--- src/rtl/rfid_receive.sv ---
// rtl/rfid_receive.sv - Uplink RFID frame receiver: delimiter hunt, 128-bit payload, CRC-16/CCITT check.
module rfid_receive (
    input  logic         UL_clock,
    input  logic         reset_n,
    input  logic         UL_data,
    output logic [127:0] packet,
    output logic         packet_rdy
);

    typedef enum logic [1:0] {HUNT, PAYLOAD, CRC} state_t;

    state_t         state, state_nxt;
    logic [3:0]     window;
    logic [7:0]     counter;
    logic [15:0]    crc;
    logic [15:0]    rx_crc;
    logic [127:0]   payload_sr;

    logic [3:0]     window_shifted;
    logic [15:0]    rx_crc_shifted;
    logic [15:0]    crc_next;
    logic           delim_hit;
    logic           payload_done;
    logic           crc_done;

    assign window_shifted = {window[2:0], UL_data};
    assign rx_crc_shifted = {rx_crc[14:0], UL_data};
    assign crc_next       = {crc[14:0], 1'b0} ^ ((crc[15] ^ UL_data) ? 16'h1021 : 16'h0000);
    assign delim_hit      = (window_shifted == 4'b0010);
    assign payload_done   = (counter == 8'd127);
    assign crc_done       = (counter == 8'd15);

    always_comb begin
        state_nxt = state;
        case (state)
            HUNT:    if (delim_hit)    state_nxt = PAYLOAD;
            PAYLOAD: if (payload_done) state_nxt = CRC;
            CRC:     if (crc_done)     state_nxt = HUNT;
            default:                   state_nxt = HUNT;
        endcase
    end

    always_ff @(posedge UL_clock or negedge reset_n) begin
        if (!reset_n) begin
            state <= HUNT;
        end else begin
            state <= state_nxt;
        end
    end

    always_ff @(posedge UL_clock or negedge reset_n) begin
        if (!reset_n) begin
            window     <= 4'b1111;
            counter    <= 8'd0;
            crc        <= 16'hFFFF;
            rx_crc     <= 16'h0000;
            payload_sr <= 128'h0;
            packet     <= 128'h0;
            packet_rdy <= 1'b0;
        end else begin
            case (state)
                HUNT: begin
                    window <= window_shifted;
                    if (delim_hit) begin
                        counter    <= 8'd0;
                        crc        <= 16'hFFFF;
                        packet_rdy <= 1'b0;
                    end
                end
                PAYLOAD: begin
                    payload_sr <= {payload_sr[126:0], UL_data};
                    crc        <= crc_next;
                    counter    <= payload_done ? 8'd0 : counter + 8'd1;
                end
                CRC: begin
                    rx_crc <= rx_crc_shifted;
                    if (crc_done) begin
                        counter <= 8'd0;
                        // Forcing the window to all-ones demands four fresh bits before the next delimiter.
                        window  <= 4'b1111;
                        if (rx_crc_shifted == crc) begin
                            packet     <= payload_sr;
                            packet_rdy <= 1'b1;
                        end
                    end else begin
                        counter <= counter + 8'd1;
                    end
                end
                default: ;
            endcase
        end
    end

endmodule

--- config.mk ---
export PLATFORM = sky130hd
export DESIGN_NAME = rfid_receive
export DESIGN_NICKNAME = d
export VERILOG_FILES = /design/src/rtl/rfid_receive.sv
export SDC_FILE = /design/constraint.sdc
export NUM_CORES = 1
export LEC_CHECK = 0
export CAP_MARGIN = 10
export CORE_MARGIN = 2
export CORE_UTILIZATION = 50
export CTS_CLUSTER_SIZE = 16
export DETAILED_ROUTE_END_ITERATION = 8
export PLACE_DENSITY = 0.72
export REMOVE_ABC_BUFFERS = 1
export SKIP_CTS_REPAIR_TIMING = 1
export SLEW_MARGIN = 25
export SYNTH_ARGS = -nofsm -noshare
export SYNTH_HDL_FRONTEND = slang
export SYNTH_SLANG_ARGS = --single-unit
--- constraint.sdc ---
create_clock -name UL_clock -period 2.9 [get_ports UL_clock]
set_input_delay 0.29 -clock UL_clock [delete_from_list [all_inputs] [get_ports UL_clock]]
set_output_delay 0.29 -clock UL_clock [all_outputs]
set_load 0.02 [all_outputs]
# Word-level counts from Yosys, hierarchy flattened
# Index checks and enable logic that the tools add are counted.
# W data, S select, Z words.
# word_totals
reg_bits,301
latch_bits,0
ramBits,0
rom_bits,0
in_bits,3
out_inout_bits,129
word_cells,48
memories,0
# classes
addsub,1
n_mul,0
div_mod_pow,0
order_cmp,0
n_eq_ne,10
shift,0
mux,17
bitwise_logic,2
reduce_logical,10
# op_table
op,n
$pmux W16 S2,1
$mux W8,3
$pmux W8 S3,1
$eq A16 B16 Y1,1
$mux W16,1
$xor A16 B13 Y16,1
$mux W13,1
$add A8 B1 Y8 const B,1
$eq A8 B4 Y1 const B,1
$eq A8 B7 Y1 const B,1
$ne A2 B2 Y1 const B,4
$mux W2,3
$pmux W2 S3,1
$pmux W3 S2,1
$reduce_and A2 Y1,3
$reduce_and A3 Y1,2
$eq A4 B2 Y1 const B,1
$reduce_and A4 Y1,1
$reduce_bool A2 Y1,2
$mux W1,3
$mux W3,1
$reduce_bool A3 Y1,1
$eq A2 B1 Y1 const B,1
$eq A2 B2 Y1 const B,1
other kinds (3),3

# Logic depth before layout (Yosys ltp)
# Gate-level depths: netlist (run 1).
# logic_depth
word_depth,4
mapped_depth,9
mapped_depth_nobuf,7

# Worst setup path after synthesis (run 1)
# OpenSTA, ideal clock, no wires.
# synth_path
path_type,reg-to-reg
start,reg crc[9]
end,reg packet[0]
setup_time_ns,0.125
arrival_time_ns,2.037
required_time_ns,2.775
path_slack_ns,0.737
stages_incl_launch_ff,8
path_buffers,2
synth_period_minus_slack_ns,2.163
cell_sequence,dfstp_2 > xor2_1 > nor4_1 > nand3_1 > or4_4 > buf_6 > buf_6 > mux2_4
# synth_via
elab_chain_cells,2
# synth_lines
item,line_no,text
start: declaration,15,logic [15:0] crc;
start signal: assignment,72,crc <= crc_next;
$eq A16 B16 Y1,81,if (rx_crc_shifted == crc) begin
$reduce_and A3 Y1 (no source line),-,
end signal: assignment,82,packet <= payload_sr;
end: declaration,6,"output logic [127:0] packet,"
# Every way passes these cells.
# A chain may end at the register's enable or synchronous reset.

# Worst setup path after layout (run 1)
# layout_path
start,reg counter[0]
end,reg packet[104]
# layout_via
elab_chain_cells,2
# layout_lines
item,line_no,text
start: declaration,14,logic [7:0] counter;
start signal: assignment,73,counter <= payload_done ? 8'd0 : counter + 8'd1;
start signal: assignment,86,counter <= counter + 8'd1;
$eq A8 B4 Y1,31,assign crc_done = (counter == 8'd15);
$reduce_and A3 Y1 (no source line),-,
# Every way passes these cells.

==> results of run 1 <==
per-layer routing:
layer  vias up  share of wire [%]  global-route usage, %
li1       2865                  -                      -
met1      3231                 46                   23.6
met2       135                 47                   27.3
met3        35                4.6                   3.52
met4         0                1.9                   3.80
met5         -                  0                      0
stage by stage:
| stage | setup slack, ns | utilization (%) | hold WS [ns] |
|---|---|---|---|
| 3_3_place_gp | 0.265 | 58.0 | 0.368 |
| 3_5_place_dp | 0.224 | 58.0 | 0.374 |
| 5_1_grt | 0.169 | 62.5 | 0.414 |
| 2_1_floorplan | -2.24 | - | -0.00559 |
| 6_report | 0.276 | 62.5 | 0.352 |
| 4_1_cts | 0.311 | 62.5 | -0.215 |
registers in the layout, indices dropped and copies added, names as in the netlist:
register / flops
payload_sr: 128
window: 3
crc: 16
packet_rdy: 1
rx_crc: 15
state: 2
packet: 128
counter: 8
cell type report:
| cell class | count | area share [%] |
|---|---|---|
| Multi-Input combinational cell | 379 | 28.5 |
| Timing Repair Buffer | 142 | 10.0 |
| Clock buffer | 46 | 6.26 |
| Tap cell | 319 | 2.71 |
| Clock inverter | 11 | 0.909 |
| Inverter | 10 | 0.255 |
| Sequential cell | 301 | 51.3 |
power by group through the flow:
stage | registers (uW) | logic [uW] | clock network (uW)
finish | 4860 | 1860 | 4000
global route | 4910 | 2030 | 4290
CTS | 4870 | 1880 | 4090
detailed placement | 4940 | 1870 | 0
global placement | 4910 | 1800 | 0
floorplan | 4850 | 1470 | 0
kinds of logic (layout without fill, tap and decap cells):
| kind of cell | after synthesis | after routing | synth area share, % |
|---|---|---|---|
| mux | 272 | 272 | 28.6 |
| flops | 301 | 301 | 62.9 |
| fa+ha+maj | 5 | 5 | 0.521 |
| xor+xnor | 19 | 19 | 1.39 |
| compound gates | 41 | 41 | 2.54 |
| buf+inv | 45 | 209 | 2.22 |
| simple gates | 42 | 42 | 1.78 |
placed cells by master (no fill, tap or decap), drive strengths merged, types with 5 or more instances in the layout:
cell	instances
dfrtp	282
mux2	272
clkdlybuf4s50	130
clkbuf	46
o22a	20
dfstp	19
nand2	16
xnor2	13
buf	11
inv	10
clkinv	8
o21ai	7
xor2	6
nand3	6
nor2	5
ha	5
critical path: stages (launching register included):
cell and delay (ns):
dfrtp_1 0.39, ha_1 0.22, nand4b_1 0.17, nor4_1 0.31, nand4_1 0.14, or4_4 0.45, buf_4 0.36, mux2_4 0.40
path summary, 6_finish.rpt:
| kind | slack, ns | endpoint | cells past startpoint |
|---|---|---|---|
| setup / recovery | 0.28 | packet[104]$_DFFE_PN0P_ | 7 |
| min in group UL_clock | 0.49 | packet[77]$_DFFE_PN0P_ | 1 |
| setup reg to reg | 0.28 | packet[104]$_DFFE_PN0P_ | 7 |
| hold / removal | 0.35 | packet[58]$_DFFE_PN0P_ | 2 |
| max in group asynchronous | 1.63 | packet[6]$_DFFE_PN0P_ | 3 |
| hold reg to reg | 0.49 | packet[77]$_DFFE_PN0P_ | 1 |
==> impl_metrics.json, run 1 <==
{
  "status": "finished, final reports clean",
  "rsz0062_at_grt": "false",
  "yosysWarnings": 0,
  "regArea_um2": 7560,
  "cts_tree": "yes",
  "drc": 0,
  "worstPathRequired_ns": 3.32,
  "firstDrtPassIters": 4,
  "grt_max_degree": 96,
  "placementRows": 56,
  "vdd_drop_max_v": 0.000496,
  "fin_crit_ns": 2.62,
  "slew_headroom_pct": 48.9,
  "slew_violations": 0,
  "wire_per_inst_um": 17.0,
  "drt-total-wl_um": 20600,
  "dp.cells": 1150,
  "die_w_um": 159,
  "dp_hpwl_um": 13400,
  "total_power_uw": 10700,
  "grt_overflow": 0,
  "grt_pass1_wl_um": 35600,
  "syn_to_final_growth_pct": 22.6,
  "cts_root_buf": "clkbuf_16",
  "place_congestion": 0.789,
  "setup_viol": 0,
  "power_frac_seq_pct": 45.4,
  "synth.area.top_cells": "dfrtp_1, mux2_2, mux2_4",
  "worst_slew_pin_slew_ns": 0.767,
  "syn_inst": 725,
  "final_area_um2": 14700,
  "arrival_ns": 3.04,
  "power.switching_uw": 2790,
  "finalNetCount": 873,
  "drv_cap": 0,
  "p_clk_share_pct": 37.3,
  "cts.sinks": 301,
  "yosys-top-cells-count": "dfrtp_1, mux2_2, mux2_4, clkbuf_1, o22a_1",
  "total_leakage_power_uw": 0.00725,
  "synth.top_cell.area_share_pct": 58.8,
  "cp-end-kind": "flip-flop",
  "antennaDiodeCount": 0,
  "powerDensity_nw_per_um2": 728,
  "grt_usage_pct": 16.8,
  "stdcell_count": 1208,
  "yosys.area.top_type": "dfrtp_1",
  "initial_utilization_pct": 51.0,
  "fin_setup_tns_ns": 0,
  "drt_iter0_markers": 283,
  "max_freq_mhz": 381,
  "critPathKind": "flip-flop to flip-flop",
  "core_um2": 23500,
  "synth_cell_types": 35,
  "grt_antenna_before_repair": 0,
  "synth_area_per_cell_um2": 16.6,
  "clockBufferDepth": 3,
  "clk-insertion-delay-late_ns": 0.54,
  "startpoint": "counter[0]$_DFFE_PN0P_",
  "place_area_um2": 13700,
  "cts.htree.levels": 1,
  "synth-seq-cells": 301,
  "crit_path_start_kind": "flip-flop",
  "ys_async_sr_fraction_pct": 100,
  "cp_max_fo": 46,
  "hold_path_class": "input port to asynchronous set/reset pin",
  "synth-edff-count": 0,
  "postRouteAntennaNets": 0,
  "synth_area_um2": 12000,
  "path_clk_slew_ns": 0.06,
  "yosysMostFrequentCell": "dfrtp_1",
  "die_height_um": 159,
  "p_int_uw": 7930,
  "io_pins": 132,
  "fillCellCount": 1750,
  "period_share_pct": 90.5,
  "cts_buffers": 31,
  "skew_ns": 0.0133,
  "portBuffers": 131,
  "ys.flop_type": "dfrtp_1",
  "switching_share_pct": 26.0,
  "grt_pass1_vias": 6630,
  "multi_input_area_um2": 4200,
  "drive_gt1_share_pct": 38.9,
  "via_per_inst": 5.19,
  "die-area_um2": 25300,
  "via_count": 6266,
  "p_comb_share_pct": 17.3,
  "synth-seq-area-share_pct": 62.9,
  "hold_viol": 0,
  "r2r_start": "counter[0]$_DFFE_PN0P_"
}
Note: power is estimated with default switching activity, not from simulation.
==> run 2, diff against run 1 <==
- PLACE_DENSITY: 0.72 -> 0.84
==> impl_metrics.json, run 2 (same netlist as run 1, synthesis figures left out) <==
{
  "status": "finished, final reports clean",
  "antennaDiodeCount": 0,
  "grt_max_degree": 91,
  "cp_cell_sequence": "ha_1 > nand4b_1 > nor4_1 > nand4_1 > or4_4 > buf_12 > mux2_1",
  "max_freq_mhz": 409,
  "grt_antenna_before_repair": 0,
  "die-area_um2": 25300,
  "clockBufferDepth": 3,
  "place_area_um2": 13700,
  "final_area_um2": 14800,
  "die_height_um": 159,
  "drt_iter0_markers": 269,
  "p_int_uw": 7930,
  "cp_max_fo": 42,
  "grt_pass1_wl_um": 35300,
  "drc": 0,
  "power_frac_seq_pct": 45.4,
  "initial_utilization_pct": 51.0,
  "slowest_stage": "or4_4",
  "placementRows": 56,
  "place_congestion": 0.788,
  "fin_crit_ns": 2.44,
  "final_common_cell": "dfrtp_1",
  "grt_usage_pct": 16.7,
  "final_cell_mix": "dfrtp_1, mux2_2, clkdlybuf4s50_1, mux2_4, clkbuf_16",
  "cts_root_buf": "clkbuf_16",
  "arrival_ns": 2.86,
  "final_core_util_pct": 62.7,
  "fillCellCount": 1729,
  "firstDrtPassIters": 4,
  "worst_slew_pin_slew_ns": 0.690,
  "setup_viol": 0,
  "cp_num_buf_inv": 1,
  "rsz0062_at_grt": "false",
  "cts.htree.levels": 1,
  "multi_input_area_um2": 4200,
  "die_w_um": 159,
  "worstPathRequired_ns": 3.32,
  "total_leakage_power_uw": 0.00728,
  "drt-total-wl_um": 20700,
  "slew_headroom_pct": 53.5,
  "via_per_inst": 5.16,
  "regArea_um2": 7560,
  "reg.largest.list": "packet x128, payload_sr x128, crc x16",
  "drive_gt1_share_pct": 39.4,
  "switching_share_pct": 26.0,
  "core_um2": 23500,
  "grt_pass1_vias": 6616,
  "crit_family": "simple AND/OR/NAND/NOR gates",
  "io_pins": 132,
  "cts.sinks": 301,
  "path_clk_slew_ns": 0.06,
  "clk-insertion-delay-late_ns": 0.54,
  "hold_viol": 0,
  "slew_violations": 0,
  "power.switching_uw": 2790,
  "vdd_drop_max_v": 0.000617,
  "skew_ns": 0.0108,
  "period_share_pct": 84.2,
  "crit_path_start_kind": "flip-flop",
  "critPathKind": "flip-flop to flip-flop",
  "wire_per_inst_um": 17.1,
  "powerDensity_nw_per_um2": 727,
  "postRouteAntennaNets": 0,
  "cts_tree": "yes",
  "hold_path_class": "input port to asynchronous set/reset pin",
  "cp-end-kind": "flip-flop",
  "p_clk_share_pct": 37.4,
  "portBuffers": 131,
  "cts_buffers": 31,
  "drv_cap": 0,
  "finalNetCount": 876,
  "dp_hpwl_um": 13300,
  "syn_to_final_growth_pct": 22.9,
  "grt_overflow": 0,
  "critical_path.max_stage_delay_ns": 0.50,
  "p_comb_share_pct": 17.3,
  "via_count": 6255
}
==> run 2: cell types whose count changed in the layout (fill, tap and decap cells not counted) <==
cell,delta
clkinv_4,-1
o21ai_0,+1
buf_4,+3
inv_6,+1
clkinv_2,+3
o21ai_1,-1
clkbuf_1,-2
==> run 2: final cells by class <==
class | count | area share, %
Clock buffer | 44 | 6.20
Clock inverter | 14 | 1.01
Inverter | 10 | 0.254
Multi-Input combinational cell | 379 | 28.5
Sequential cell | 301 | 51.2
Tap cell | 319 | 2.71
Timing Repair Buffer | 145 | 10.2
==> run 2: worst reg2reg max path, cell delays in order (launching register included) <==
cell and delay, ns:
dfrtp_1 0.40, ha_1 0.23, nand4b_1 0.19, nor4_1 0.25, nand4_1 0.13, or4_4 0.50, buf_12 0.25, mux2_1 0.38
==> run 2: power groups by stage <==
stage / Combinational, uW / Sequential [uW] / Clock [uW]
floorplan: 1470 / 4850 / 0
global placement: 1800 / 4920 / 0
detailed placement: 1870 / 4940 / 0
CTS: 1870 / 4870 / 4130
global route: 2020 / 4910 / 4320
finish: 1850 / 4860 / 4010
==> run 2: stage by stage <==
| stage | cells | setup WS, ns | TNS [ns] | total power, uW | hold WS (ns) |
|---|---|---|---|---|---|
| CTS | 1211 | 0.431 | 0 | 10900 | -0.267 |
| finish | 1212 | 0.457 | 0 | 10700 | 0.316 |
| floorplan | 690 | -2.24 | -225.28 | 6320 | -0.00559 |
| global route | 1212 | 0.331 | 0 | 11300 | 0.352 |
| global placement | 1153 | 0.380 | 0 | 6710 | 0.303 |
| detailed placement | 1153 | 0.350 | 0 | 6810 | 0.306 |
==> run 2: path summary, 6_finish.rpt <==
kind,end,slack [ns],start,cells past startpoint
worst max-delay path,packet[76]$_DFFE_PN0P_,0.46,counter[0]$_DFFE_PN0P_,7
worst min-delay path,packet[4]$_DFFE_PN0P_,0.32,reset_n,2
worst max register to register,packet[76]$_DFFE_PN0P_,0.46,counter[0]$_DFFE_PN0P_,7
worst min register to register,packet[78]$_DFFE_PN0P_,0.49,packet[78]$_DFFE_PN0P_,1
max in group asynchronous,packet[56]$_DFFE_PN0P_,1.69,reset_n,3
min in group UL_clock,packet[78]$_DFFE_PN0P_,0.49,packet[78]$_DFFE_PN0P_,1
==> run 2: routing by layer <==
layer	part of all wire, %	track usage, %	wire [um]
met3	4.0	2.84	826
met2	49	28.1	10200
met5	0	0	0
met1	45	23.0	9380
met4	1.5	4.09	312
